<file path="src/rtl/sn74151_pkg.sv">
// Shared definitions for the sn74151 scan controller.
//   state_t  : sequencer states
//   NUM_CH   : mux inputs scanned per frame
//   SEL_W    : width of the A/B/C select bus
//   TIMER_W  : width of the settle down-counter
package sn74151_pkg;

    typedef enum logic [1:0] {
        IDLE   = 2'd0,
        SETTLE = 2'd1,
        SAMPLE = 2'd2,
        DONE   = 2'd3
    } state_t;

    localparam int NUM_CH  = 8;
    localparam int SEL_W   = 3;
    localparam int TIMER_W = 4;

endpackage

</file>
<file path="src/rtl/scan_settle_timer.sv">
// Loadable down-counter used to hold the mux select lines stable.
//   i_clk      : system clock, rising edge
//   i_rst      : asynchronous active-high reset, clears the count
//   i_load     : load i_load_val (takes priority over i_dec)
//   i_load_val : value loaded on i_load
//   i_dec      : decrement by one; holds once the count reaches zero
//   o_zero     : count is zero
module scan_settle_timer
    import sn74151_pkg::*;
(
    input  logic               i_clk,
    input  logic               i_rst,
    input  logic               i_load,
    input  logic [TIMER_W-1:0] i_load_val,
    input  logic               i_dec,
    output logic               o_zero
);

    logic [TIMER_W-1:0] r_count;

    always_ff @(posedge i_clk or posedge i_rst) begin
        if (i_rst) begin
            r_count <= '0;
        end else if (i_load) begin
            r_count <= i_load_val;
        end else if (i_dec && (r_count != '0)) begin
            r_count <= r_count - TIMER_W'(1);
        end
    end

    assign o_zero = (r_count == '0);

endmodule

</file>
<file path="src/rtl/sn74151_scan_ctrl.sv">
// Scan sequencer for an sn74151 8-input mux. Walks the select lines through
// channels 0..7, holds each for SETTLE_CYCLES before sampling Y (and checking
// W against it), then offers the assembled byte downstream.
//   clk, reset     : clock and asynchronous active-high reset
//   start          : begin one 8-channel scan (only seen in IDLE)
//   abort          : cancel a scan in SETTLE/SAMPLE
//   sel, strobe_n  : mux A/B/C select and active-low enable G
//   y, w_n         : mux outputs
//   data, err      : assembled frame and complement-mismatch flag
//   valid, ready   : handshake; a transfer happens at an edge where both are 1,
//                    and data/err/valid hold stable until that edge
//   busy           : state is not IDLE
//   dbg_state      : current sequencer state
// All outputs come straight from registers.
module sn74151_scan_ctrl
    import sn74151_pkg::*;
#(
    parameter int SETTLE_CYCLES = 2,
    parameter bit CHECK_W       = 1'b1
) (
    input  logic             clk,
    input  logic             reset,
    input  logic             start,
    input  logic             abort,
    output logic [SEL_W-1:0] sel,
    output logic             strobe_n,
    input  logic             y,
    input  logic             w_n,
    output logic [7:0]       data,
    output logic             valid,
    input  logic             ready,
    output logic             err,
    output logic             busy,
    output state_t           dbg_state
);

    // Timer counts SETTLE_CYCLES-1 down to 0, so each channel spends
    // SETTLE_CYCLES cycles in SETTLE plus one in SAMPLE.
    localparam logic [TIMER_W-1:0] LP_RELOAD = TIMER_W'(SETTLE_CYCLES - 1);
    localparam logic [SEL_W-1:0]   LP_LAST   = SEL_W'(NUM_CH - 1);

    state_t             r_state;
    logic [SEL_W-1:0]   r_sel;
    logic               r_strobe_n;
    logic [7:0]         r_data;
    logic               r_valid;
    logic               r_err;

    state_t             w_state_nxt;
    logic [SEL_W-1:0]   w_sel_nxt;
    logic               w_strobe_n_nxt;
    logic [7:0]         w_data_nxt;
    logic               w_valid_nxt;
    logic               w_err_nxt;
    logic               w_tmr_load;
    logic               w_tmr_dec;
    logic               w_tmr_zero;

    scan_settle_timer u_timer (
        .i_clk      (clk),
        .i_rst      (reset),
        .i_load     (w_tmr_load),
        .i_load_val (LP_RELOAD),
        .i_dec      (w_tmr_dec),
        .o_zero     (w_tmr_zero)
    );

    always_ff @(posedge clk or posedge reset) begin
        if (reset) begin
            r_state    <= IDLE;
            r_sel      <= '0;
            r_strobe_n <= 1'b1;
            r_data     <= '0;
            r_valid    <= 1'b0;
            r_err      <= 1'b0;
        end else begin
            r_state    <= w_state_nxt;
            r_sel      <= w_sel_nxt;
            r_strobe_n <= w_strobe_n_nxt;
            r_data     <= w_data_nxt;
            r_valid    <= w_valid_nxt;
            r_err      <= w_err_nxt;
        end
    end

    always_comb begin
        w_state_nxt    = r_state;
        w_sel_nxt      = r_sel;
        w_strobe_n_nxt = r_strobe_n;
        w_data_nxt     = r_data;
        w_valid_nxt    = r_valid;
        w_err_nxt      = r_err;
        w_tmr_load     = 1'b0;
        w_tmr_dec      = 1'b0;

        case (r_state)
            IDLE: begin
                w_strobe_n_nxt = 1'b1;
                w_sel_nxt      = '0;
                if (start) begin
                    w_state_nxt    = SETTLE;
                    w_strobe_n_nxt = 1'b0;
                    w_err_nxt      = 1'b0;
                    w_tmr_load     = 1'b1;
                end
            end

            SETTLE: begin
                if (abort) begin
                    w_state_nxt    = IDLE;
                    w_strobe_n_nxt = 1'b1;
                    w_sel_nxt      = '0;
                end else if (w_tmr_zero) begin
                    w_state_nxt = SAMPLE;
                end else begin
                    w_tmr_dec = 1'b1;
                end
            end

            SAMPLE: begin
                // Abort beats the final sample, so no frame is ever offered
                // from a cancelled scan.
                if (abort) begin
                    w_state_nxt    = IDLE;
                    w_strobe_n_nxt = 1'b1;
                    w_sel_nxt      = '0;
                end else begin
                    w_data_nxt[r_sel] = y;
                    if (CHECK_W && (y == w_n)) begin
                        w_err_nxt = 1'b1;
                    end
                    if (r_sel != LP_LAST) begin
                        w_sel_nxt   = r_sel + SEL_W'(1);
                        w_tmr_load  = 1'b1;
                        w_state_nxt = SETTLE;
                    end else begin
                        w_state_nxt    = DONE;
                        w_strobe_n_nxt = 1'b1;
                        w_valid_nxt    = 1'b1;
                    end
                end
            end

            DONE: begin
                // sel stays on the last channel until the frame is taken.
                if (r_valid && ready) begin
                    w_state_nxt = IDLE;
                    w_valid_nxt = 1'b0;
                    w_sel_nxt   = '0;
                end
            end

            default: begin
                w_state_nxt    = IDLE;
                w_strobe_n_nxt = 1'b1;
                w_sel_nxt      = '0;
                w_valid_nxt    = 1'b0;
            end
        endcase
    end

    assign sel       = r_sel;
    assign strobe_n  = r_strobe_n;
    assign data      = r_data;
    assign valid     = r_valid;
    assign err       = r_err;
    assign busy      = (r_state != IDLE);
    assign dbg_state = r_state;

endmodule

</file>
<file path="config.mk">
export PLATFORM = sky130hd
export DESIGN_NAME = sn74151_scan_ctrl
export DESIGN_NICKNAME = d
export VERILOG_FILES = /design/src/rtl/sn74151_pkg.sv /design/src/rtl/scan_settle_timer.sv /design/src/rtl/sn74151_scan_ctrl.sv
export SDC_FILE = /design/constraint.sdc
export NUM_CORES = 1
export LEC_CHECK = 0
export CORE_MARGIN = 2
export CORE_UTILIZATION = 53
export DETAILED_ROUTE_END_ITERATION = 16
export GPL_TIMING_DRIVEN = 0
export PLACE_DENSITY = 0.83
export SLEW_MARGIN = 30
export SYNTH_ARGS = -nofsm -noshare
export SYNTH_HDL_FRONTEND = slang
export SYNTH_SLANG_ARGS = --single-unit
</file>
<file path="constraint.sdc">
create_clock -name clk -period 2.79 [get_ports clk]
set_clock_uncertainty 0.05 [all_clocks]
set_input_delay 0.279 -clock clk [delete_from_list [all_inputs] [get_ports clk]]
set_output_delay 0.279 -clock clk [all_outputs]
set_load 0.02 [all_outputs]
</file>
== After elaboration in Yosys (flattened, before gate mapping) ==
Index checks and enable logic that the tools add are counted.
Word-level totals
  flip-flop bits (word level): 20
  latch bits: 0
  bits in writable memories: 0
  bits in read-only memories: 0
  bits of input ports: 7
  logic and storage cells: 79
  memories: 0
Operators by class
  add/sub/neg operators: 2
  multiply operators: 0
  div/mod/pow operators: 0
  magnitude comparators: 2
  eq/ne operators: 14
  shift operators: 0
  muxes and demuxes: 36
  bitwise gates (word level): 1
  reduce and logical (&&, ||, !) cells: 17
Operators by type and width (number)
  1-bit 2-to-1 mux: 16
  2-bit 2-to-1 mux: 6
  3-bit 2-to-1 mux: 4
  2-bit inequality test (second input constant): 6
  3-bit case mux with 4 select lines: 1
  3-bit inequality test (second input constant): 3
  3-bit AND reduction: 3
  8-bit bitwise mux: 1
  4-bit 2-to-1 mux: 2
  2-bit case mux with 4 select lines: 1
  4-bit AND reduction: 2
  2-bit nonzero test: 4
  1-bit case mux with 2 select lines: 3
  2-bit equality test (second input constant): 2
  4-bit zero test: 1
  3-bit by 4-bit less-than comparator with 1-bit output (second input constant): 1
  4-bit nonzero test: 1
  4-bit by 1-bit subtractor with 4-bit output (second input constant): 1
  3-bit by 1-bit adder with 3-bit output (second input constant): 1
  1-bit demux with 3-bit select: 1
  3-bit by 1-bit greater-or-equal comparator with 1-bit output (second input constant): 1
  1-bit logical AND: 3
  3-bit by 2-bit inequality test with 1-bit output (second input constant): 1
  1-bit case mux with 3 select lines: 1
  6 further kinds: 6

== Logic depth before layout (Yosys ltp) ==
  word-level depth: 7
  depth in mapped cells: 6
  depth with buffers taken out: 6

== Cells and area by module ==
Synthesis repeated with hierarchy kept, for this count alone.
Second synthesis, totals
  cells, all modules: 114
  area, all modules: 1234.9 um^2
By module, submodules not included
  sn74151_scan_ctrl: times used 1, cells an instance 86, area each 973.4 um^2, sequential area each 401.6 um^2
  scan_settle_timer: times used 1, cells an instance 28, area each 261.5 um^2, sequential area each 100.1 um^2

== Worst setup path after synthesis ==
OpenSTA, ideal clock, no wires.
  path kind: register to register
  start point: register r_state[0], in the netlist dbg_state[0]
  end point: register r_data[5], in the netlist data[5]
  library setup time: 125 ps
  arrival: 1620 ps
  required time: 2615 ps
  setup slack: 996 ps
  stages on the path, launching flop included: 7
  path buffers: 0
  clock period less this slack: 1794 ps
  path through: dfrtp_1 -> inv_1 -> ha_1 -> nor2b_4 -> nand2_2 -> nor3_2 -> mux2_2
On the way
  longest elaborated chain between the ends: 2
RTL lines
  start, declared: RTL line sn74151_scan_ctrl.sv:42  | state_t r_state;
  start signal, assigned: RTL line sn74151_scan_ctrl.sv:77  | r_state <= w_state_nxt;
  2-bit equality test: RTL line sn74151_scan_ctrl.sv:96  | case (r_state)
  2-bit AND reduction (no line)
  end signal, assigned: RTL line sn74151_scan_ctrl.sv:80  | r_data <= w_data_nxt;
  end, declared: RTL line sn74151_scan_ctrl.sv:45  | logic [7:0] r_data;
No other way between the ends.
A chain may end at the register's enable or synchronous reset.

== Final worst setup path ==
  start point: register r_state[0], in the netlist dbg_state[0]
  end point: output port busy
On the way
  longest elaborated chain between the ends: 1
RTL lines
  2-bit nonzero test: RTL line sn74151_scan_ctrl.sv:167  | assign busy = (r_state != IDLE);
  end, declared: RTL line sn74151_scan_ctrl.sv:33  | output logic busy,
No other way between the ends.

==> results.json <==
{
  "routed_via_density": 5.42,
  "dp_hpwl_um": 1590,
  "peakVddDrop_mv": 0.551,
  "cp_common_cell": "inv_1",
  "first_iter_violations": 15,
  "die_w_um": 50.0,
  "max_slew_margin_pct": 49.5,
  "maxCapViolations": 0,
  "ys_top_cells_by_count": "dfrtp_1 (19), inv_1 (9), mux2_2 (9)",
  "period_share_pct": 73.6,
  "p_per_area_nw_per_um2": 741,
  "worst-slew-pin-transition_ps": 756,
  "synthFlopType": "dfrtp_1",
  "cts_buffers": 3,
  "die_area_um2": 2500,
  "path_cells": "inv_1, ha_1, inv_1, clkdlybuf4s50_1",
  "status": "finished, final reports clean",
  "core-area_um2": 1980,
  "end_kind": "primary output",
  "groute.usage.overall_pct": 19.4,
  "wl_um": 2140,
  "clk_path_buf_depth": 2,
  "yosysUniqueCellTypes": 34,
  "yosys.area.top_type": "dfrtp_1",
  "postSynthAreaPerCell_um2": 11.0,
  "drt.antenna.violating_nets": 0,
  "r2r_cells": 6,
  "start_kind": "flip-flop",
  "slowest_delay_ps": 590,
  "synth_compound_area_share_pct": 7.80,
  "cts.clk_slew.worst_paths_ps": 110,
  "fin_nets": 144,
  "async_flop_share_pct": 100,
  "yosysTopAreaCellShare_pct": 42.4,
  "place_ws_ps": 899,
  "grt_overflow": 0,
  "critical-path-slowest-cell": "clkdlybuf4s50_1",
  "cts_setup_buffers": 0,
  "register_area_um2": 502,
  "die_h_um": 50.0,
  "vias": 840,
  "final_layout_size_suffix_gt1_share_pct": 21.1,
  "finalSetupTns_ps": 0,
  "finalHoldViolCount": 0,
  "start_util_pct": 56.6,
  "rsz0062_at_grt": "false",
  "ctsHtreeMaxLevel": 1,
  "portBuffers": 22,
  "syn-instance-count": 102,
  "hold_slack_ps": 335,
  "postLayoutCellArea_um2": 1410,
  "antenna_cells": 0,
  "io_pins": 24,
  "muxShareOfSynthArea_pct": 11.8,
  "synthAdderAreaFrac_pct": 8.92,
  "grt_max_degree": 21,
  "critical_path_required_ps": 2460,
  "p_leak_nw": 0.641,
  "yosys.area_share.simple_pct": 20.3,
  "place_inst": 151,
  "synthesis.area_um2": 1120,
  "avgRoutedWirePerCell_um": 13.8,
  "synth_edf_count": 0,
  "drc": 0,
  "worst-path-max-fanout": 4,
  "grt_pass1_wl_um": 3750,
  "path_class": "reg -> out",
  "arrival_ps": 1730,
  "synth_top_family_by_area": "simple AND/OR/NAND/NOR gates",
  "hold_buffers": 0,
  "clkSinkCount": 20,
  "cts_tree": "done",
  "ys_warn_count": 0,
  "yosys-top-cells-area": "dfrtp_1 (42%), mux2_2 (9.0%), ha_1 (8.9%)",
  "clk_latency_ps": 310,
  "max_freq_mhz": 487,
  "hp-class": "in -> async",
  "multiInputGateArea_um2": 583,
  "cts_resized": 0,
  "ys_seq_area_share_pct": 44.7,
  "synth-seq-cells": 20,
  "synth.most_common_cell": "dfrtp_1",
  "syn_to_final_growth_pct": 25.9,
  "place_congestion": 0.851,
  "antenna_found_initial": 0,
  "synth_fp_nets": 117,
  "fill_cells": 137,
  "setup_viol": 0,
  "drt_pass1_iterations": 4,
  "root_buffer": "clkbuf_4",
  "row_count": 16,
  "post_layout_nonfiller_instances": 155,
  "drv_slew": 0,
  "grt_pass1_vias": 836,
  "synth-xor-area-share_pct": 3.12,
  "period_minus_slack_ps": 2050,
  "place_area_um2": 1380,
  "setup_ws_ps": 735
}
-- worst max-delay path: cells and delay by family (launching register included) --
family	cells	cell delay [ps]
adder cells (fa/ha/maj)	1	250
flip-flops	1	420
buffers and inverters	3	750
-- logic make-up after synthesis --
family                     count (synthesis)
buffers and inverters                     10
DFF                                       20
muxes                                     12
and+or+nand+nor                           36
adders and majority gates                  8
xor gates and xnor gates                   4
AOI/OAI and AO/OA                         12
-- routing by layer --
layer  GRT usage [%]  wire length (um)  vias to the layer above
met5               0                 0                        -
met4            6.94                41                        0
met3            3.03                71                        4
met2            32.2              1050                       19
met1            25.3               971                      412
li1                -                 -                      405
-- cells in the final DEF, fill, tap and decap left out, drive strengths merged, types with 2 or more instances in the layout --
cell type      netlist  routed
nor3                 4       4
o21ai                4       4
mux2                10      10
clkdlybuf4s50        0      22
nand3                7       7
inv                  9       9
nor2                 4       4
ha                   8       8
clkbuf               1       5
xnor2                2       2
nand2               10      10
a21oi                3       3
xor2                 2       2
dfrtp               19      19
mux2i                2       2
nand2b               5       5
-- final timing paths --
| check | from | endpoint | slack (ps) |
|---|---|---|---|
| worst max-delay path | dbg_state[0]$_DFFE_PP0P_ | busy | 740 |
| worst min-delay path | reset | data[2]$_DFFE_PP0P_ | 340 |
| worst max register to register | dbg_state[0]$_DFFE_PP0P_ | data[5]$_DFFE_PP0P_ | 930 |
| worst min register to register | data[1]$_DFFE_PP0P_ | data[1]$_DFFE_PP0P_ | 460 |
| max in group asynchronous | reset | u_timer.r_count[1]$_DFFE_PP0P_ | 1890 |
| min in group clk | y | err$_DFFE_PP0P_ | 410 |
-- stage by stage --
stage,power [W],util (%)
after floorplan,0.000716,-
after global placement,0.000855,69.4
after detailed placement,0.000876,69.4
after CTS,0.00105,71.3
after global routing,0.00112,71.3
final,0.00105,71.3
-- cell type report --
cell class | instances | area share [%]
flip-flops and latches | 20 | 35.5
inverters | 9 | 2.39
repair buffers | 22 | 15.6
multi-input cells | 72 | 41.3
well taps | 27 | 2.39
clock buffers | 4 | 2.57
plain buffers | 1 | 0.266
-- state kept, by name, indices dropped and copies added, names as in the netlist --
register / flops
sel: 3
data: 8
dbg_state: 2
u_timer.r_count: 4
strobe_n: 1
valid: 1
err: 1
-- power breakdown --
group,total (W),switching [W],internal [W]
clock network,0.000173,0.0000928,0.0000799
logic,0.000475,0.000254,0.000222
registers,0.000399,0.0000455,0.000353
Power figures use the tool's default switching activity.
